File: src/rtl/hazard_pkg.sv
// Shared definitions for the pipeline hazard control unit:
// FSM state encoding and the register-index width.
package hazard_pkg;

  localparam int REG_IDX_W = 5;

  typedef enum logic [1:0] {
    ST_INIT = 2'd0,
    ST_RUN  = 2'd1,
    ST_WAIT = 2'd2,
    ST_ERR  = 2'd3
  } state_e;

endpackage

File: src/rtl/hazard_ctrl_detect.sv
// Load-use comparator: flags when the load in EX writes a register
// that the instruction in ID reads. x0 is never a true dependency.
module hazard_detect
  import hazard_pkg::*;
(
  input  logic [REG_IDX_W-1:0] id_rs1,
  input  logic [REG_IDX_W-1:0] id_rs2,
  input  logic                 id_use_rs1,
  input  logic                 id_use_rs2,
  input  logic [REG_IDX_W-1:0] ex_rd,
  input  logic                 ex_mem_read,
  output logic                 load_use
);

  // Match the EX destination against each source the ID instruction actually uses
  always_comb begin
    load_use = ex_mem_read && (ex_rd != '0) &&
               ((id_use_rs1 && (ex_rd == id_rs1)) ||
                (id_use_rs2 && (ex_rd == id_rs2)));
  end

endmodule

File: src/rtl/hazard_ctrl.sv
// Pipeline control unit for the 5-stage core. Drives load enables and
// bubble-insert controls of PC, IF/ID, ID/EX, EX/MEM and MEM/WB.
// Priority in RUN: mem_busy > branch_taken > load-use.
// Optional macro HAZARD_PERF_EN adds stall_cycles / flush_events counters.
module hazard_ctrl
  import hazard_pkg::*;
#(
  parameter int MAX_WAIT = 16,
  parameter int CNT_W    = 5
) (
  input  logic                 clk,
  input  logic                 rst,
  input  logic [REG_IDX_W-1:0] id_rs1,
  input  logic [REG_IDX_W-1:0] id_rs2,
  input  logic                 id_use_rs1,
  input  logic                 id_use_rs2,
  input  logic [REG_IDX_W-1:0] ex_rd,
  input  logic                 ex_mem_read,
  input  logic                 branch_taken,
  input  logic                 mem_busy,
  output logic                 pc_load,
  output logic                 ifid_load,
  output logic                 idex_load,
  output logic                 exmem_load,
  output logic                 memwb_load,
  output logic                 ifid_flush,
  output logic                 idex_flush,
  output logic                 exmem_flush,
  output logic                 mem_timeout,
`ifdef HAZARD_PERF_EN
  output logic [31:0]          stall_cycles,
  output logic [31:0]          flush_events,
`endif
  output logic [1:0]           state
);

  state_e           state_q, state_d;
  logic [CNT_W-1:0] wait_cnt_q, wait_cnt_d;
  logic             load_use;
  logic             run_rules;
  logic             branch_flush;
  logic             lu_stall;

  hazard_detect u_detect (
    .id_rs1      (id_rs1),
    .id_rs2      (id_rs2),
    .id_use_rs1  (id_use_rs1),
    .id_use_rs2  (id_use_rs2),
    .ex_rd       (ex_rd),
    .ex_mem_read (ex_mem_read),
    .load_use    (load_use)
  );

  // State and wait counter registers; reset drops straight back to INIT
  always_ff @(posedge clk or posedge rst) begin
    if (rst) begin
      state_q    <= ST_INIT;
      wait_cnt_q <= '0;
    end else begin
      state_q    <= state_d;
      wait_cnt_q <= wait_cnt_d;
    end
  end

  // Next state, wait counter and all pipeline controls
  always_comb begin
    state_d      = state_q;
    wait_cnt_d   = wait_cnt_q;
    pc_load      = 1'b0;
    ifid_load    = 1'b0;
    idex_load    = 1'b0;
    exmem_load   = 1'b0;
    memwb_load   = 1'b0;
    ifid_flush   = 1'b0;
    idex_flush   = 1'b0;
    exmem_flush  = 1'b0;
    run_rules    = 1'b0;
    branch_flush = 1'b0;
    lu_stall     = 1'b0;

    unique case (state_q)
      ST_INIT: begin
        {pc_load, ifid_load, idex_load, exmem_load, memwb_load} = 5'b11111;
        {ifid_flush, idex_flush, exmem_flush} = 3'b111;
        state_d = ST_RUN;
      end
      ST_RUN: begin
        if (mem_busy) begin
          state_d    = ST_WAIT;
          wait_cnt_d = CNT_W'(1);
        end else begin
          run_rules  = 1'b1;
          wait_cnt_d = '0;
        end
      end
      ST_WAIT: begin
        if (mem_busy) begin
          if (wait_cnt_q == CNT_W'(MAX_WAIT)) begin
            state_d = ST_ERR;
          end else begin
            wait_cnt_d = wait_cnt_q + CNT_W'(1);
          end
        end else begin
          // The exit cycle resolves whatever branch/load-use was held during the stall
          state_d    = ST_RUN;
          wait_cnt_d = '0;
          run_rules  = 1'b1;
        end
      end
      ST_ERR: begin
        state_d = ST_ERR;
      end
      default: begin
        state_d = ST_INIT;
      end
    endcase

    if (run_rules) begin
      if (branch_taken) begin
        branch_flush = 1'b1;
        {pc_load, ifid_load, idex_load, exmem_load, memwb_load} = 5'b11111;
        {ifid_flush, idex_flush, exmem_flush} = 3'b111;
      end else if (load_use) begin
        lu_stall = 1'b1;
        {pc_load, ifid_load, idex_load, exmem_load, memwb_load} = 5'b00111;
        idex_flush = 1'b1;
      end else begin
        {pc_load, ifid_load, idex_load, exmem_load, memwb_load} = 5'b11111;
      end
    end

    // While reset is held every register is closed and primed with a bubble
    if (rst) begin
      {pc_load, ifid_load, idex_load, exmem_load, memwb_load} = 5'b00000;
      {ifid_flush, idex_flush, exmem_flush} = 3'b111;
      branch_flush = 1'b0;
      lu_stall     = 1'b0;
    end
  end

  assign mem_timeout = (state_q == ST_ERR);
  assign state       = state_q;

`ifdef HAZARD_PERF_EN
  logic [31:0] stall_cycles_q, stall_cycles_d;
  logic [31:0] flush_events_q, flush_events_d;

  // Performance counter next values; both wrap naturally at 2^32
  always_comb begin
    stall_cycles_d = stall_cycles_q;
    flush_events_d = flush_events_q;
    if ((state_q == ST_WAIT) || ((state_q == ST_RUN) && lu_stall)) begin
      stall_cycles_d = stall_cycles_q + 32'd1;
    end
    if (branch_flush) begin
      flush_events_d = flush_events_q + 32'd1;
    end
  end

  // Performance counter registers
  always_ff @(posedge clk or posedge rst) begin
    if (rst) begin
      stall_cycles_q <= '0;
      flush_events_q <= '0;
    end else begin
      stall_cycles_q <= stall_cycles_d;
      flush_events_q <= flush_events_d;
    end
  end

  assign stall_cycles = stall_cycles_q;
  assign flush_events = flush_events_q;
`endif

endmodule

File: config.mk
export PLATFORM = sky130hd
export DESIGN_NAME = hazard_ctrl
export DESIGN_NICKNAME = d
export VERILOG_FILES = /design/src/rtl/hazard_pkg.sv /design/src/rtl/hazard_ctrl_detect.sv /design/src/rtl/hazard_ctrl.sv
export SDC_FILE = /design/constraint.sdc
export NUM_CORES = 1
export LEC_CHECK = 0
export ABC_CLOCK_PERIOD_IN_PS = 1660
export CAP_MARGIN = 30
export CORE_MARGIN = 5
export CORE_UTILIZATION = 35
export CTS_CLUSTER_SIZE = 16
export DETAILED_ROUTE_END_ITERATION = 7
export DONT_BUFFER_PORTS = 1
export PLACE_DENSITY = 0.58
export REMOVE_ABC_BUFFERS = 1
export SETUP_SLACK_MARGIN = 0.4
export SLEW_MARGIN = 20
export SYNTH_ARGS = -nofsm -noshare
export SYNTH_HDL_FRONTEND = slang
export SYNTH_SLANG_ARGS = --single-unit
File: constraint.sdc
create_clock -name clk -period 1.66 [get_ports clk]
set_input_delay 0.332 -clock clk [delete_from_list [all_inputs] [get_ports clk]]
set_output_delay 0.332 -clock clk [all_outputs]
set_load 0.02 [all_outputs]
==> results of run 1 <==
-- final cells by class --
class | instances | area share (%)
well taps | 25 | 3.14
inverters | 6 | 2.26
multi-input cells | 60 | 57.6
repair buffers | 20 | 16.8
flip-flops and latches | 7 | 17.6
clock buffers | 4 | 2.63
-- through the flow --
step	power (mW)	setup TNS (ps)
6_report	1.66	-1630
5_1_grt	1.80	-2340
4_1_cts	1.44	-1860
3_5_place_dp	0.988	-370
3_3_place_gp	0.980	-244
2_1_floorplan	0.755	-4940
-- per-layer routing --
layer,track usage [%],up-vias
li1,-,304
met5,0,-
met3,3.94,0
met4,2.55,0
met1,15.8,302
met2,23.3,26
-- Yosys cell counts, drive strengths merged --
| master | count |
|---|---|
| o21ai | 9 |
| o21bai | 1 |
| a21oi | 1 |
| nor2b | 1 |
| ha | 7 |
| o31ai | 1 |
| o31a | 1 |
| a32oi | 1 |
| and2 | 1 |
| nand2b | 1 |
| xnor2 | 2 |
| xor2 | 10 |
| or4 | 1 |
| a31oi | 1 |
| nor4 | 2 |
| a211o | 1 |
| o22ai | 2 |
| nand3 | 2 |
| inv | 6 |
| o2bb2ai | 1 |
| nor2 | 5 |
| and4bb | 1 |
| nand2 | 7 |
| dfrtp | 7 |
| or2 | 1 |
| buf | 4 |
-- sequential cells by signal, indices dropped and copies added (netlist names) --
register    cells
wait_cnt_q      5
state           2
-- repair_timing --
action / CTS / global route
buffers inserted: 6 / 4
resized for setup: 27 / 12
hold endpoints to repair: 7 / 0
endpoints found under the setup margin: 16 / 14
hold buffers: 1 / 0
pin swaps: 11 / 5
-- placed cells by master, fill, tap and decap left out, drive strengths merged, types with 2 or more instances in the layout --
cell	count
clkbuf	4
inv	6
ha	7
nand2	7
nand3	2
xnor2	2
o22ai	2
nor4	2
nor2	5
o21ai	9
xor2	10
buf	19
dfrtp	7
-- worst max path at each step --
| stage | from | end | slack, ps | cells past startpoint |
|---|---|---|---|---|
| 6_report | state[1]$_DFFE_PP0P_ | idex_flush | -330 | 7 |
| 2_1_floorplan | state[0]$_DFFE_PP0P_ | ifid_load | -1140 | 6 |
| 4_1_cts | state[1]$_DFFE_PP0P_ | idex_flush | -360 | 7 |
| 5_1_grt | state[1]$_DFFE_PP0P_ | idex_flush | -430 | 7 |
| 3_3_place_gp | state[0]$_DFFE_PP0P_ | idex_flush | -130 | 7 |
| 3_5_place_dp | state[1]$_DFFE_PP0P_ | idex_flush | -180 | 7 |
-- power by group --
group          internal, mW  switching, mW
logic                 0.592          0.666
clock network        0.0919         0.0653
registers             0.219         0.0299
total                 0.903          0.761
-- logic make-up (layout without fill, tap and decap cells) --
group	count (synthesis)	after routing	synth area share, %
buffers and inverters	10	30	7.98
AND/OR/NAND/NOR	22	22	18.1
AO/OA/AOI/OAI	19	19	18.1
flip-flops	7	7	26.6
adder cells (fa/ha/maj)	7	7	13.3
XOR/XNOR	12	12	16.0
-- worst reg2reg max path: cells and delay by family (launching register included) --
family          cells  cell delay [ps]
flops               1              390
buf+inv             1              190
compound gates      3              370
simple gates        1              110
fa+ha+maj           1              190
==> impl_metrics.env, run 1 <==
export IMPL_outcome="complete, but fails checks"
export IMPL_violations="setup timing"
export IMPL_setup_violations_final=8
export IMPL_clk_pin_slew_ps=50
export IMPL_rows=15
export IMPL_h_tree_depth=1
export IMPL_maxCapViolations=0
export IMPL_dr_max_layer_used="met3"
export IMPL_overflow=0
export IMPL_hold_depth=1
export IMPL_nets=127
export IMPL_crit_required_ps=1330
export IMPL_syn_area_per_cell_sq_um=8.55
export IMPL_path_cells="inv_2, ha_4, nor2b_4, nor2_2, or2_4, o21bai_1, buf_4"
export IMPL_yosysTopAreaCell="dfrtp_1"
export IMPL_synth_area_leaders="dfrtp_1 (27%), ha_1 (13%), xor2_1 (13%)"
export IMPL_reg2reg_depth=6
export IMPL_regToRegEndpoint="state[1]$_DFFE_PP0P_"
export IMPL_place_ws_ps=-181
export IMPL_grt_max_degree=8
export IMPL_worstHoldEndpoint="wait_cnt_q[0]$_DFFE_PP0P_"
export IMPL_grt_pass1_wl_microns=2760
export IMPL_slowest_stage="dfrtp_1"
export IMPL_dpl_hpwl_microns=1170
export IMPL_route_met3_wl_microns=112
export IMPL_core_sq_mm=0.00176
export IMPL_cts_tree="built"
export IMPL_ant_nets=0
export IMPL_place_congestion=0.772
export IMPL_endpoint_kind="primary output"
export IMPL_setup_slack_ps=-328
export IMPL_initial_utilization_pct=37.3
export IMPL_seq_area_sq_um=175
export IMPL_fmax_mhz=503
export IMPL_groute_usage_overall_pct=13.3
export IMPL_fin_cells=122
export IMPL_die_h_microns=53.4
export IMPL_power_density_mw_per_mm2=1670
export IMPL_syn2layout_area_growth_pct=51.5
export IMPL_cts_made_buffers=3
export IMPL_timing_rr_start="state[1]$_DFFE_PP0P_"
export IMPL_hold_viol_final=0
export IMPL_slew_violations=0
export IMPL_cp_start_kind="flop"
export IMPL_critPathMaxFanout=3
export IMPL_tightest_slew_ps=285
export IMPL_grt_antenna_before_repair=0
export IMPL_wl_met1_microns=685
export IMPL_wirelength_microns=1820
export IMPL_grt_setup_unrepaired="true"
export IMPL_cts_num_sinks=7
export IMPL_placed_cell_area_sq_um=727
export IMPL_path_class="flop to primary output"
export IMPL_clk_latency_ps=250
export IMPL_drt_iter0_drc=7
export IMPL_peakVddDrop_mv=1.29
export IMPL_nFillCells=168
export IMPL_p_leak_nw=0.416
export IMPL_min_from="mem_busy"
export IMPL_fin_util_pct=56.5
export IMPL_fin_skew_ps=1.79
export IMPL_crit_family="simple AND/OR/NAND/NOR gates"
export IMPL_cp_buffers_inverters=2
export IMPL_postSynthCellCount=77
export IMPL_dp_cells=107
export IMPL_final_cell_area_sq_um=997
export IMPL_fin_crit_sh_pct=120
export IMPL_clockRootBuffer="clkbuf_4"
export IMPL_max_stage_delay_ps=360
export IMPL_crit_arrival_ps=1660
export IMPL_wl_met2_microns=1020
export IMPL_yosys_area_top_type_share_pct=26.6
export IMPL_grt_pass1_vias=663
export IMPL_dr_total_vias=632
export IMPL_multi_input_area_sq_um=574
export IMPL_netlist_area_sq_um=658
export IMPL_die_x_microns=53.4
export IMPL_drc_errors=0
export IMPL_ys_seq_elements=7
export IMPL_wl_per_cell_microns=14.9
export IMPL_ios=33
export IMPL_clk_path_buf_depth=2
export IMPL_regToRegSetupSlack_ps=290
export IMPL_place_port_buffers=0
export IMPL_hold_class="input pin to flop"
export IMPL_fin_crit_ps=1990
export IMPL_yosys_warnings=0
export IMPL_drive_above_1_share_pct=47.4
export IMPL_ys_seq_area_share_pct=26.6
export IMPL_ys_types=28
export IMPL_max_slew_margin_rel_pct=81.0
export IMPL_die_area_sq_mm=0.00285
export IMPL_vias_per_cell=5.18
export IMPL_holdWs_ps=206
export IMPL_insertedDiodeCount=0
export IMPL_firstDrtPassIters=4
Power figures use the tool's default switching activity.
==> run 2: changes to the inputs <==
Settings changed: CAP_MARGIN 30 to 20, HOLD_SLACK_MARGIN set to 0.12.
==> results of run 2 <==
No change in the layout: final DEF, timing and power equal those of run 1.
